$ cat src/rtl/mem_port_arbiter.sv
// Arbitrates the single 16-bit memory port between the CPU and a DMA/debug requester.
// The CPU has priority, limited by a hold counter. Reads return data after MEM_LATENCY cycles.
module mem_port_arbiter #(
  parameter int MEM_LATENCY = 1,
  parameter int MAX_HOLD    = 4
) (
  input  logic        clk,
  input  logic        rst_n,
  input  logic        cpu_req,
  input  logic        cpu_we,
  input  logic        cpu_byte_half,
  input  logic [15:0] cpu_addr,
  input  logic [15:0] cpu_wdata,
  output logic        cpu_gnt,
  output logic        cpu_rvalid,
  output logic [15:0] cpu_rdata,
  input  logic        dma_req,
  input  logic        dma_we,
  input  logic        dma_byte_half,
  input  logic [15:0] dma_addr,
  input  logic [15:0] dma_wdata,
  output logic        dma_gnt,
  output logic        dma_rvalid,
  output logic [15:0] dma_rdata,
  output logic [15:0] mem_addr,
  output logic [15:0] mem_in,
  output logic        mem_we,
  output logic        mem_byte_half,
  input  logic [15:0] mem_out
);

  localparam int LAT_W = (MEM_LATENCY < 2) ? 1 : $clog2(MEM_LATENCY + 1);
  localparam logic [LAT_W-1:0] LAT_INIT   = LAT_W'(MEM_LATENCY);
  localparam logic [3:0]       MAX_HOLD_V = 4'(MAX_HOLD);

  typedef enum logic { S_IDLE, S_WAIT } state_t;
  typedef enum logic { OWN_CPU, OWN_DMA } owner_t;

  state_t           state_q, state_d;
  owner_t           owner_q, owner_d;
  logic [3:0]       hold_q, hold_d;
  logic [LAT_W-1:0] lat_q, lat_d;
  logic [15:0]      txn_addr, txn_wdata;
  logic             txn_bh;
  logic             pick_cpu, pick_dma;

  // NOTE: every signal gets a default first so no path through the case leaves one unassigned (no latches).
  always_comb begin
    state_d       = state_q;
    owner_d       = owner_q;
    hold_d        = hold_q;
    lat_d         = lat_q;
    pick_cpu      = 1'b0;
    pick_dma      = 1'b0;
    cpu_gnt       = 1'b0;
    dma_gnt       = 1'b0;
    cpu_rvalid    = 1'b0;
    dma_rvalid    = 1'b0;
    cpu_rdata     = '0;
    dma_rdata     = '0;
    mem_addr      = '0;
    mem_in        = '0;
    mem_we        = 1'b0;
    mem_byte_half = 1'b0;
    // NOTE: outputs are combinational from state and inputs, so they are gated by rst_n to read 0 during reset.
    if (rst_n) begin
      case (state_q)
        S_IDLE: begin
          pick_dma = dma_req && (!cpu_req || hold_q == MAX_HOLD_V);
          pick_cpu = cpu_req && !pick_dma;
          if (pick_cpu || pick_dma) begin
            cpu_gnt       = pick_cpu;
            dma_gnt       = pick_dma;
            mem_addr      = pick_dma ? dma_addr      : cpu_addr;
            mem_in        = pick_dma ? dma_wdata     : cpu_wdata;
            mem_we        = pick_dma ? dma_we        : cpu_we;
            mem_byte_half = pick_dma ? dma_byte_half : cpu_byte_half;
            owner_d       = pick_dma ? OWN_DMA : OWN_CPU;
            if (pick_cpu && dma_req)
              hold_d = (hold_q == MAX_HOLD_V) ? hold_q : hold_q + 4'd1;
            else
              hold_d = 4'd0;
            if (!mem_we) begin
              if (MEM_LATENCY == 0) begin
                cpu_rvalid = pick_cpu;
                dma_rvalid = pick_dma;
                cpu_rdata  = pick_cpu ? mem_out : 16'h0000;
                dma_rdata  = pick_dma ? mem_out : 16'h0000;
              end else begin
                state_d = S_WAIT;
                lat_d   = LAT_INIT;
              end
            end
          end
        end
        S_WAIT: begin
          mem_addr      = txn_addr;
          mem_in        = txn_wdata;
          mem_byte_half = txn_bh;
          lat_d         = lat_q - LAT_W'(1);
          if (lat_q == LAT_W'(1)) begin
            state_d    = S_IDLE;
            cpu_rvalid = (owner_q == OWN_CPU);
            dma_rvalid = (owner_q == OWN_DMA);
            cpu_rdata  = (owner_q == OWN_CPU) ? mem_out : 16'h0000;
            dma_rdata  = (owner_q == OWN_DMA) ? mem_out : 16'h0000;
          end
        end
        default: state_d = S_IDLE;
      endcase
    end
  end

  // NOTE: state registers use non-blocking assignments so every flop samples pre-edge values.
  always_ff @(posedge clk or negedge rst_n) begin
    if (!rst_n) begin
      state_q   <= S_IDLE;
      owner_q   <= OWN_CPU;
      hold_q    <= 4'd0;
      lat_q     <= '0;
      txn_addr  <= '0;
      txn_wdata <= '0;
      txn_bh    <= 1'b0;
    end else begin
      state_q <= state_d;
      owner_q <= owner_d;
      hold_q  <= hold_d;
      lat_q   <= lat_d;
      if (cpu_gnt || dma_gnt) begin
        txn_addr  <= mem_addr;
        txn_wdata <= mem_in;
        txn_bh    <= mem_byte_half;
      end
    end
  end

endmodule

$ cat config.mk
export PLATFORM = sky130hd
export DESIGN_NAME = mem_port_arbiter
export DESIGN_NICKNAME = d
export VERILOG_FILES = /design/src/rtl/mem_port_arbiter.sv
export SDC_FILE = /design/constraint.sdc
export NUM_CORES = 1
export LEC_CHECK = 0
export CAP_MARGIN = 15
export CORE_ASPECT_RATIO = 2
export CORE_MARGIN = 10
export CORE_UTILIZATION = 38
export CTS_CLUSTER_DIAMETER = 200
export CTS_CLUSTER_SIZE = 10
export DETAILED_ROUTE_END_ITERATION = 16
export PLACE_DENSITY = 0.84
export SETUP_SLACK_MARGIN = 0.4
export SLEW_MARGIN = 15
export SYNTH_ARGS = -nofsm -noshare
export SYNTH_HDL_FRONTEND = slang
export SYNTH_SLANG_ARGS = --single-unit
$ cat constraint.sdc
create_clock -name clk -period 2.5 [get_ports clk]
set_input_delay 0.5 -clock clk [delete_from_list [all_inputs] [get_ports clk]]
set_output_delay 0.5 -clock clk [all_outputs]
set_load 0.05 [all_outputs]
## After elaboration in Yosys (flattened, before gate mapping)

Cells that the tools add are included.

| cells by class | value |
|---|---|
| $add $sub $neg | 2 |
| eq/ne operators | 4 |
| muxes and demuxes | 46 |
| bitwise operators | 2 |
| reductions and logical operators | 11 |

Operator list:

| operator | number |
|---|---|
| $mux 16 | 14 |
| $pmux 16 s2 | 2 |
| $mux 1 | 25 |
| $mux 4 | 2 |
| $ne 2x2->1 const B | 3 |
| $pmux 1 s2 | 3 |
| $reduce_and 3->1 | 2 |
| $add 4x1->4 const B | 1 |
| $eq 4x3->1 const B | 1 |
| $reduce_and 4->1 | 1 |
| $logic_and 1x1->1 | 3 |
| $logic_or 1x1->1 | 3 |
| $logic_not 1->1 | 2 |
| $not 1->1 | 2 |
| $sub 1x1->1 const B | 1 |

| storage, ports and cells | value |
|---|---|
| register bits after elaboration | 40 |
| input bits | 88 |
| word-level logic and storage cells | 72 |

## Depth between registers and ports, before layout

| logic depth | value |
|---|---|
| word-level depth | 10 |
| gate-level depth with buffers | 8 |
| depth with buffers taken out | 6 |

## Least setup slack after synthesis

Ideal clock, no wire load.

| path | value |
|---|---|
| path type | register -> output |
| start point | register hold_q[0] |
| end point | output port cpu_gnt |
| arrival time | 2.223 ns |
| required time | 2.000 ns |
| slack | -0.223 ns |
| cell stages (with the launch flop) | 7 |
| buffers on the path | 2 |
| cells stage by stage | dfrtp_1 inv_1 ha_1 and4b_1 buf_6 buf_2 nor3_1 |

| between the ends | value |
|---|---|
| word-level cells in the longest chain between the ends | 9 |

RTL lines:

| element | RTL line | source |
|---|---|---|
| from (decl) | 41 | `logic [3:0] hold_q, hold_d;` |
| from (signal assigned) | 127 | `hold_q <= hold_d;` |
| $eq 4x3->1 * | 69 | `pick_dma = dma_req && (!cpu_req \|\| hold_q == MAX_HOLD_V);` |
| $logic_or 1x1->1 * | 69 |  |
| $logic_and 1x1->1 * | 69 |  |
| $logic_not 1->1 | 70 | `pick_cpu = cpu_req && !pick_dma;` |
| $logic_and 1x1->1 | 70 |  |
| $logic_or 1x1->1 | 71 | `if (pick_cpu \|\| pick_dma) begin` |
| $mux 1 * | 71 |  |
| $mux 1 * | 67 | `case (state_q)` |
| $mux 1 * | 66 | `if (rst_n) begin` |
| to (decl) | 14 | `output logic cpu_gnt,` |

Every way passes the cells marked *; elsewhere a longest branch is shown, timed or not.

## Worst setup path in the final report

| path | value |
|---|---|
| start point | register hold_q[0] |
| end point | output port mem_addr[10] |

| between the ends | value |
|---|---|
| word-level cells in the longest chain between the ends | 9 |
| elaborated cells between the ends (all ways) | 10 |

RTL lines:

| element | RTL line | source |
|---|---|---|
| $eq 4x3->1 * | 69 |  |
| $logic_or 1x1->1 * | 69 |  |
| $logic_and 1x1->1 * | 69 |  |
| $logic_not 1->1 | 70 |  |
| $logic_and 1x1->1 | 70 |  |
| $logic_or 1x1->1 | 71 |  |
| $mux 16 * | 71 |  |
| $pmux 16 s2 * | 67 |  |
| $mux 16 * | 66 |  |
| to (decl) | 25 | `output logic [15:0] mem_addr,` |

Marks and branches as above.

==> metrics <==
Syn Std Cell Area 2760 sq um; layout cell share with drive strength beyond 1 0.465; cell type with the largest total area after synthesis dfrtp_1; count of maximum capacitance violations 0; Die X-Extent 80.3 microns; clock buffer count from CTS 5; number of nets in the synthesized netlist 428; via total after detailed routing 4028; first-pass GRT wire length 23800 microns; number of global-route vias before repair 4079; antenna violation net count after detailed routing 0; Layout Skew 0.0106 ns; unrepaired setup endpoints after global routing yes; Post-Synthesis Mean Instance Area 8.17 sq um; total area of sequential cells 1000 sq um; proportion of netlist area held by the largest area contributor 0.362; master cell of the clock root buffer clkbuf_16; worst hold path class in -> async; standard-cell rows 43; CTS tree done; GR Util All Layers 0.269; sort of element at the start of the critical path flip-flop; final-layout fill cell count 219; Critical Path Sink Type primary output; final worst-path setup slack -0.0428 ns; number of search-and-repair iterations in the first detailed-routing pass 6; clk_lat worst skew 0.30 ns; share of power burned in combinational logic 0.665; number of levels the H-tree was split into 2; maximum clock rate 0.393 GHz; count of final max-slew check failures 0; mux cell area share after synthesis 0; starting density of the core 0.395; total power after layout 0.00583 W; share of the cycle needed by the critical path after routing 1.02; switching pwr 0.00276 W; Adder-Cell Fraction of Synth Area 0.00906; number of DRC markers after the initial detailed-route iteration 456; post-synthesis sequential element count 40; share of flip-flops with an asynchronous set or reset 1.00; failing checks setup timing; sum of overflow across all layers after global routing 0; post-synthesis compound-gate area fraction 0.397; most frequently used flop master after synthesis dfrtp_1; Seq pwr share 0.204; average routed wire per standard cell 29.5 microns; vias per inst 6.57; crit path kind reg -> out; worst slew pin tran 0.578 ns; Post-route DRC 0; clock slew seen by the registers of the worst setup and hold paths 0.06 ns; deepest clock path buffer count 2; post-placement cell area 5820 sq um; warnings from Yosys 0; total setup violations reported at the end of the flow 10; RD Place Congestion 0.821; sequential cell area fraction in the yosys report 0.362; Area Overhead vs Synth 137%; part of the power in the clock network 0.131; clock period minus final worst setup slack 2.54 ns; proportion of total power due to net switching 0.474; final routed wirelength across all metal layers 18100 microns; chip height 141 microns; result of the run complete, but fails checks; crit path max fanout 6; xor and xnor fraction of the mapped netlist area 0; Sink Count 40; Required @ worst endpoint 2.00 ns; count of flip-flops with a built-in enable after synthesis 0; final std cell area, no fill 6540 sq um; area used by multi-input combinational logic 2470 sq um; highest ir drop seen on vdd 0.790 mV; ranking of synthesized cells by area dfrtp_1, o21ai_0, a22o_1; floorplan core area 6990 sq um; overall die area 11300 sq um; count of mapped cells out of synthesis 338; power density over the cells 891 nW/um^2; count of buffers inserted at the top-level ports 157; hold violation total from the final report 0; antenna violations before repair 0; dominant combinational cell family by area after synthesis compound AO/OA/AOI/OAI gates; maximum number of pins on one net before global-route repair 41; Final HPWL DP 10200 microns; tightest slew margin relative to the limit 0.610; Final #Nets 612; data arrival at the endpoint of the critical path 2.04 ns; num ports 158; number of diodes 0; share of synthesized cell area in and, or, nand and nor gates 0.164; number of unique standard cell types used by synthesis 29; Pint 0.00306 W; leakage power total 2.53 nW
==> path summary, 6_finish.rpt <==
path                       cells past startpoint                        end                   from  slack [ns]
max in group asynchronous                      2   txn_addr[12]$_DFFE_PN0P_                  rst_n        1.93
max reg2reg                                    9  txn_wdata[14]$_DFFE_PN0P_  hold_q[0]$_DFFE_PN0P_        0.56
min                                            1      hold_q[2]$_DFFE_PN0P_                  rst_n        0.06
min reg2reg                                    2         txn_bh$_DFFE_PN0P_     txn_bh$_DFFE_PN0P_        0.50
max                                            7               mem_addr[10]  hold_q[0]$_DFFE_PN0P_       -0.04
min in group clk                               2         txn_bh$_DFFE_PN0P_     txn_bh$_DFFE_PN0P_        0.50
==> power groups by stage <==
stage / sequential [W] / clock (W) / combinational [W]
5_1_grt: 0.00120 / 0.000774 / 0.00401
3_5_place_dp: 0.00113 / 0 / 0.00341
2_1_floorplan: 0.00107 / 0 / 0.00190
4_1_cts: 0.00112 / 0.000743 / 0.00358
6_report: 0.00119 / 0.000761 / 0.00387
3_3_place_gp: 0.00109 / 0 / 0.00332
==> worst max-delay path, stage by stage (launching register included) <==
cell and delay [ns]:
dfrtp_1 0.40, inv_2 0.06, ha_4 0.17, and4b_4 0.22, or2_4 0.31, a22oi_2 0.32, a21oi_4 0.11, buf_12 0.17
==> synthesized netlist by cell type (3+ instances only) <==
cell type,count
buf_6,3
and2_1,32
buf_2,10
a21oi_1,37
nand3_1,4
dfrtp_1,40
a22o_1,24
a221oi_1,22
clkbuf_1,18
o21ai_1,12
inv_1,7
nor2_1,6
o21ai_0,57
nand2_1,40
a22oi_2,9
==> registers in the layout, indices dropped and copies added (netlist names) <==
name	flops
hold_q	4
lat_q	1
owner_q	1
state_q	1
txn_addr	16
txn_bh	1
txn_wdata	16
==> layer usage <==
metal / wire [microns] / track usage
met5: 0 / 0
met4: 1300 / 0.160
met3: 1250 / 0.0436
met2: 9660 / 0.503
met1: 5880 / 0.259
==> per-stage QoR <==
step	TNS [ns]	std cells	worst slack, ns	util	hold slack [ns]
after global routing	-0.778	613	-0.0734	0.935	0.0527
after CTS	-0.0141	603	-0.00810	0.901	0.0373
after floorplan	0	338	0.195	-	0.204
after detailed placement	-15.46	586	-0.617	0.832	0.385
after global placement	-14.00	586	-0.547	0.832	0.384
final	-0.145	613	-0.0428	0.935	0.0563
==> placed cells by master, fill, tap and decap left out, types with 2 or more instances in the layout <==
cell,n
clkdlybuf4s50_1,84
buf_12,77
o21ai_0,56
buf_4,39
dfrtp_1,39
nand2_1,38
a21oi_4,26
a22o_1,24
a221oi_4,22
and2_4,21
o21ai_1,12
a22oi_2,11
and2_1,11
a21oi_2,8
clkbuf_16,5
buf_6,4
inv_2,3
nor2b_4,3
nor2_2,3
inv_1,3
nand3_1,3
a21oi_1,3
clkinv_2,2
or2_4,2
nor2_4,2
buf_2,2
==> cell families after synthesis <==
logic type               Yosys count
AO/OA/AOI/OAI                    167
flip-flops                        40
AND/OR/NAND/NOR                   90
buffers and inverters             39
adder cells (fa/ha/maj)            2
==> area by class of cell <==
| cell class | count | share of cell area |
|---|---|---|
| Multi-Input combinational cell | 261 | 0.378 |
| Clock buffer | 5 | 0.0191 |
| Inverter | 7 | 0.00421 |
| Sequential cell | 40 | 0.153 |
| Timing Repair Buffer | 207 | 0.422 |
| Clock inverter | 3 | 0.00651 |
| Tap cell | 90 | 0.0172 |
==> repair_timing <==
| action | in CTS | in global routing |
|---|---|---|
| resized for setup | 43 | 30 |
| cloned | 3 | 1 |
| setup buffers | 6 | 9 |
| pin swaps | 16 | 12 |
| hold buffers | 0 | 0 |
| setup endpoints to repair | 90 | 68 |
| hold endpoints to repair | 0 | 0 |
Note: power is estimated with default switching activity, not from simulation.
